**config.mk**
```make
export PLATFORM = sky130hd
export DESIGN_NAME = apb_trig_seq_master
export DESIGN_NICKNAME = d
export VERILOG_FILES = /design/src/rtl/apb_trig_seq_master.sv
export SDC_FILE = /design/constraint.sdc
export NUM_CORES = 1
export LEC_CHECK = 0
export BUFFER_PORTS_ARGS = -buffer_cell sky130_fd_sc_hd__clkbuf_2
export CAP_MARGIN = 20
export CORE_AREA = 2 2 163 165
export DETAILED_ROUTE_END_ITERATION = 8
export DIE_AREA = 0 0 165 167
export PLACE_DENSITY_LB_ADDON = 0.08
export REMOVE_ABC_BUFFERS = 1
export SLEW_MARGIN = 10
export SYNTH_ARGS = -nofsm -noshare
export SYNTH_HDL_FRONTEND = slang
export SYNTH_SLANG_ARGS = --single-unit
```
**constraint.sdc**
```tcl
create_clock -name pclk -period 2.1 [get_ports pclk]
set_input_delay 0.42 -clock pclk [delete_from_list [all_inputs] [get_ports pclk]]
set_output_delay 0.42 -clock pclk [all_outputs]
set_load 0.01 [all_outputs]
```
**src/rtl/apb_trig_seq_master.sv**
```systemverilog
// apb_trig_seq_master: on each trigger, replays a small table of (addr, data) APB writes.
// Optional macro APB_TRIG_SEQ_TIMEOUT_EN adds an ACCESS-phase watchdog on m_pready.
// Latency: trigger sampled at edge N puts SETUP on the bus after edge N; 2 cycles per zero-wait write.
module apb_trig_seq_master #(
  parameter int DEPTH   = 4,
  parameter int TIMEOUT = 16,
  localparam int IW     = $clog2(DEPTH)
) (
  input  logic          pclk,
  input  logic          presetn,
  input  logic          trig,
  input  logic          seq_en,
  input  logic          cfg_we,
  input  logic [IW-1:0] cfg_idx,
  input  logic [31:0]   cfg_addr,
  input  logic [31:0]   cfg_data,
  input  logic [IW:0]   cfg_num,
  input  logic          clr,
  output logic          m_psel,
  output logic          m_penable,
  output logic          m_pwrite,
  output logic [31:0]   m_paddr,
  output logic [31:0]   m_pwdata,
  input  logic          m_pready,
  input  logic          m_pslverr,
  output logic          busy,
  output logic          done,
  output logic          err,
  output logic          ovf
);

  if (DEPTH < 2 || DEPTH > 16 || (DEPTH & (DEPTH - 1)) != 0 || TIMEOUT < 1) begin : g_bad_param
    $error("apb_trig_seq_master: unsupported DEPTH/TIMEOUT");
  end

  typedef enum logic [1:0] {IDLE, SETUP, ACCESS} state_t;

  localparam logic [IW:0]   NUM_MAX = (IW+1)'(DEPTH);
  localparam logic [IW:0]   NUM_ONE = (IW+1)'(1);
  localparam logic [IW-1:0] IDX_ONE = IW'(1);

  state_t        state;
  logic [31:0]   tbl_addr [DEPTH];
  logic [31:0]   tbl_data [DEPTH];
  logic [IW-1:0] idx;
  logic [IW:0]   num;
  logic          pending;

`ifdef APB_TRIG_SEQ_TIMEOUT_EN
  localparam int          TW       = $clog2(TIMEOUT + 1);
  localparam logic [TW-1:0] TMO_LAST = TW'(TIMEOUT - 1);
  localparam logic [TW-1:0] TMO_ONE  = TW'(1);
  logic [TW-1:0] tmo_cnt;
`endif

  logic          start;
  logic          trig_evt;
  logic          last;
  logic [IW-1:0] idx_nxt;

  assign trig_evt = trig & seq_en;
  assign start    = (trig | pending) & seq_en & (cfg_num != '0);
  assign last     = ({1'b0, idx} == (num - NUM_ONE));
  assign idx_nxt  = idx + IDX_ONE;

  // Entry table: writable only while no sequence is running.
  always_ff @(posedge pclk or negedge presetn) begin
    if (!presetn) begin
      for (int i = 0; i < DEPTH; i++) begin
        tbl_addr[i] <= '0;
        tbl_data[i] <= '0;
      end
    end else if (cfg_we && !busy) begin
      tbl_addr[cfg_idx] <= cfg_addr;
      tbl_data[cfg_idx] <= cfg_data;
    end
  end

  // Sequencer FSM with registered APB outputs, status flags and trigger queueing.
  always_ff @(posedge pclk or negedge presetn) begin
    if (!presetn) begin
      state     <= IDLE;
      idx       <= '0;
      num       <= '0;
      pending   <= 1'b0;
      m_psel    <= 1'b0;
      m_penable <= 1'b0;
      m_pwrite  <= 1'b0;
      m_paddr   <= '0;
      m_pwdata  <= '0;
      busy      <= 1'b0;
      done      <= 1'b0;
      err       <= 1'b0;
      ovf       <= 1'b0;
`ifdef APB_TRIG_SEQ_TIMEOUT_EN
      tmo_cnt   <= '0;
`endif
    end else begin
      done <= 1'b0;
      // clr first so that a same-cycle set below takes priority
      if (clr) begin
        err <= 1'b0;
        ovf <= 1'b0;
      end
      unique case (state)
        IDLE: begin
          if (start) begin
            state     <= SETUP;
            idx       <= '0;
            num       <= (cfg_num > NUM_MAX) ? NUM_MAX : cfg_num;
            pending   <= 1'b0;
            busy      <= 1'b1;
            m_psel    <= 1'b1;
            m_penable <= 1'b0;
            m_pwrite  <= 1'b1;
            m_paddr   <= tbl_addr[0];
            m_pwdata  <= tbl_data[0];
          end
        end
        SETUP: begin
          state     <= ACCESS;
          m_penable <= 1'b1;
`ifdef APB_TRIG_SEQ_TIMEOUT_EN
          tmo_cnt   <= '0;
`endif
        end
        ACCESS: begin
          if (m_pready) begin
            if (m_pslverr || last) begin
              // sequence ends here; an error skips any remaining entries
              state     <= IDLE;
              m_psel    <= 1'b0;
              m_penable <= 1'b0;
              m_pwrite  <= 1'b0;
              busy      <= 1'b0;
              done      <= 1'b1;
              if (m_pslverr) err <= 1'b1;
            end else begin
              state     <= SETUP;
              idx       <= idx_nxt;
              m_penable <= 1'b0;
              m_paddr   <= tbl_addr[idx_nxt];
              m_pwdata  <= tbl_data[idx_nxt];
            end
          end
`ifdef APB_TRIG_SEQ_TIMEOUT_EN
          else if (tmo_cnt == TMO_LAST) begin
            state     <= IDLE;
            m_psel    <= 1'b0;
            m_penable <= 1'b0;
            m_pwrite  <= 1'b0;
            busy      <= 1'b0;
            done      <= 1'b1;
            err       <= 1'b1;
          end else begin
            tmo_cnt <= tmo_cnt + TMO_ONE;
          end
`endif
        end
        default: state <= IDLE;
      endcase
      // one trigger can be queued behind a running sequence; a second one is lost
      if (state != IDLE && trig_evt) begin
        if (pending) ovf <= 1'b1;
        else         pending <= 1'b1;
      end
    end
  end

endmodule

```
==> results.json <==
{
  "synth_common_cells": "dfrtp_1, mux2_2, nor2_1",
  "grt_pass1_vias": 10300,
  "max_freq_mhz": 489,
  "path_cells": "inv_1 > ha_4 > xor2_2 > a31o_2 > o2bb2ai_4 > buf_12 > buf_12 > mux2_1",
  "clock_path_buffers": 3,
  "synthCells": 1102,
  "p_leak_uw": 0.00783,
  "n_fill_cell": 1873,
  "synth_cell_types": 38,
  "syn_avg_cell_area_um2": 13.7,
  "outcome": "finished, final reports clean",
  "via_count": 9608,
  "drv_slew": 0,
  "num_rows": 59,
  "start_util": 0.585,
  "multi_input_area_mm2": 0.00634,
  "p_int_uw": 19300,
  "swShare": 0.323,
  "pwr-share-comb": 0.382,
  "placed_area_mm2": 0.0166,
  "cp.buffers_inverters": 3,
  "hold_class": "input pin to flop",
  "core_mm2": 0.0258,
  "hold_start": "m_pready",
  "synth_edf_count": 0,
  "htreeDepth": 2,
  "drt-initial-drc-count": 550,
  "drt-total-wl_um": 33500,
  "dp_slack_ps": 18.7,
  "p_seq_frac": 0.407,
  "p_sw_uw": 9200,
  "ys_seq_area_frac": 0.553,
  "drc": 0,
  "yosysTopAreaCellShare": 0.553,
  "synth_area_leaders": "dfrtp_1, mux2_2, mux2i_1",
  "clk_pin_slew_ps": 60,
  "cts_root_buf": "clkbuf_16",
  "crit_top_cell": "buf_12",
  "slew_headroom": 0.649,
  "viasPerCell": 5.95,
  "nets": 1332,
  "syn_area_mm2": 0.0151,
  "grt_pass1_wl_um": 54700,
  "cap_violations": 0,
  "finalWeightedCongestion": 0.736,
  "antenna_found_initial": 3,
  "critPathLaunchType": "flop",
  "wl_per_cell_um": 20.7,
  "fin_area_mm2": 0.0177,
  "dp.final_hpwl_um": 20400,
  "end_kind": "flop",
  "crit_type": "flop to flop",
  "skew_ps": 15.6,
  "synth_most_common_cell": "dfrtp_1",
  "die-area_mm2": 0.0276,
  "syn_to_final_growth_pct": 17.7,
  "cts_tree": "yes",
  "grt_util_all_layers": 0.251,
  "grt_max_degree": 72,
  "async_reset_ff_frac": 1.00,
  "grt_overflow_total": 0,
  "crit_start": "num[0]$_DFFE_PN0P_",
  "p_per_area_mw_per_mm2": 1610,
  "rr_startpoint": "num[0]$_DFFE_PN0P_",
  "finalCriticalPeriod_ps": 2040,
  "slowest_stage": "dfrtp_1",
  "die_h_um": 167,
  "synth_flop_cell": "dfrtp_1",
  "critPathRequiredTime_ps": 2470,
  "drt.antenna.violating_nets": 0,
  "setup_viol": 0,
  "critPathTopFamily": "buffers and inverters",
  "yosysWarnings": 0,
  "fin_util": 0.688,
  "cp_data_arrival_time_ps": 2420,
  "first_pass_iters": 4,
  "cts-buffers-inserted": 37,
  "die_w_um": 165,
  "io_pins": 148,
  "seq_area_mm2": 0.00834,
  "synth-seq-cells": 333,
  "drive_above_1_share": 0.455,
  "power.share.clock": 0.210,
  "crit_path_max_incr_delay_ps": 370,
  "final_hold_viol_count": 0,
  "cts.sinks": 333,
  "worstMarginPinSlew_ps": 526,
  "port-buffer-count": 147,
  "clock_latency_ps": 510,
  "post-route-period-util": 0.973,
  "layout_setup_ws_ps": 56.7,
  "yosys.area.top_type": "dfrtp_1",
  "max-vdd-ir-drop_mv": 0.977,
  "cp_max_fo": 15
}
[area by class of cell]
class,instances,share of cell area
multi-input combinational,679,0.358
timing repair buffer,196,0.0834
tap,335,0.0236
inverter,7,0.00148
antenna,3,0.000423
clock inverter,8,0.00226
sequential,333,0.470
clock buffer,55,0.0611
[worst min-delay path: stages]
cell	delay, ps
clkbuf_2	100
nand2_1	70
nor2_1	50
[state kept, by name (all words and copies together) (netlist names), 2 cells and up]
signal and cells:
tbl_data 128, m_pwdata 32, idx 2, num 3
state 2, m_paddr 32, tbl_addr 128
[power groups by stage]
stage | combinational (uW) | clock [uW] | sequential (uW)
floorplan | 7110 | 0 | 11600
global placement | 10600 | 0 | 11500
detailed placement | 10900 | 0 | 11700
CTS | 10900 | 6140 | 11600
global route | 11900 | 6400 | 12000
finish | 10900 | 6000 | 11600
[layout by cell type, fill, tap and decap left out, drive strengths merged, types with 7 or more instances in the layout]
| cell | n |
|---|---|
| inv | 7 |
| clkbuf | 201 |
| clkinv | 8 |
| dfrtp | 333 |
| mux2i | 64 |
| nor2 | 125 |
| nand2 | 7 |
| mux2 | 322 |
| o2bb2ai | 61 |
| buf | 49 |
| a221oi | 60 |
[worst paths after layout]
check                           cells past startpoint                   endpoint  slack, ps
worst max-delay path                                8   m_pwdata[17]$_DFFE_PN0P_         60
worst min-delay path                                3             done$_DFF_PN0_        180
worst max register to register                      8   m_pwdata[17]$_DFFE_PN0P_         60
worst min register to register                      1   tbl_data[10]$_DFFE_PN0P_        500
max in group asynchronous                           3    m_paddr[12]$_DFFE_PN0P_        930
min in group asynchronous                           2  tbl_addr[122]$_DFFE_PN0P_        460
[stage by stage]
step / instances / total power [uW] / setup TNS [ps] / hold slack, ps
finish: 1616 / 28500 / 0 / 182
global route: 1614 / 30300 / -0.120 / 181
CTS: 1610 / 28700 / 0 / 160
detailed placement: 1546 / 22600 / 0 / 404
global placement: 1546 / 22100 / 0 / 405
floorplan: 1019 / 18700 / -734820 / 124
[cells by family (layout without fill, tap and decap cells)]
logic type | count (synthesis) | after routing | share of synthesized area
mux | 386 | 386 | 0.293
flops | 333 | 333 | 0.553
simple gates | 145 | 145 | 0.0390
compound gates | 144 | 144 | 0.0817
buf+inv | 90 | 266 | 0.0309
xor+xnor | 3 | 3 | 0.00174
fa+ha+maj | 1 | 1 | 0.000830
other cells | 0 | 3 | 0
[per-layer routing]
| metal | GRT usage | up-vias | routed length (um) |
|---|---|---|---|
| li1 | - | 4351 | - |
| met1 | 0.329 | 4991 | 14600 |
| met2 | 0.429 | 212 | 16500 |
| met3 | 0.0436 | 54 | 1550 |
| met4 | 0.0703 | 0 | 756 |
| met5 | 0 | - | 0 |
[what timing repair did]
| item | 4_1_cts | 5_1_grt |
|---|---|---|
| setup buffers | 0 | 3 |
| hold endpoints to repair | 45 | 0 |
| resized for setup | 0 | 2 |
| hold buffers | 1 | 0 |
| setup endpoints to repair | 0 | 56 |
(Power assumes the default switching activity.)
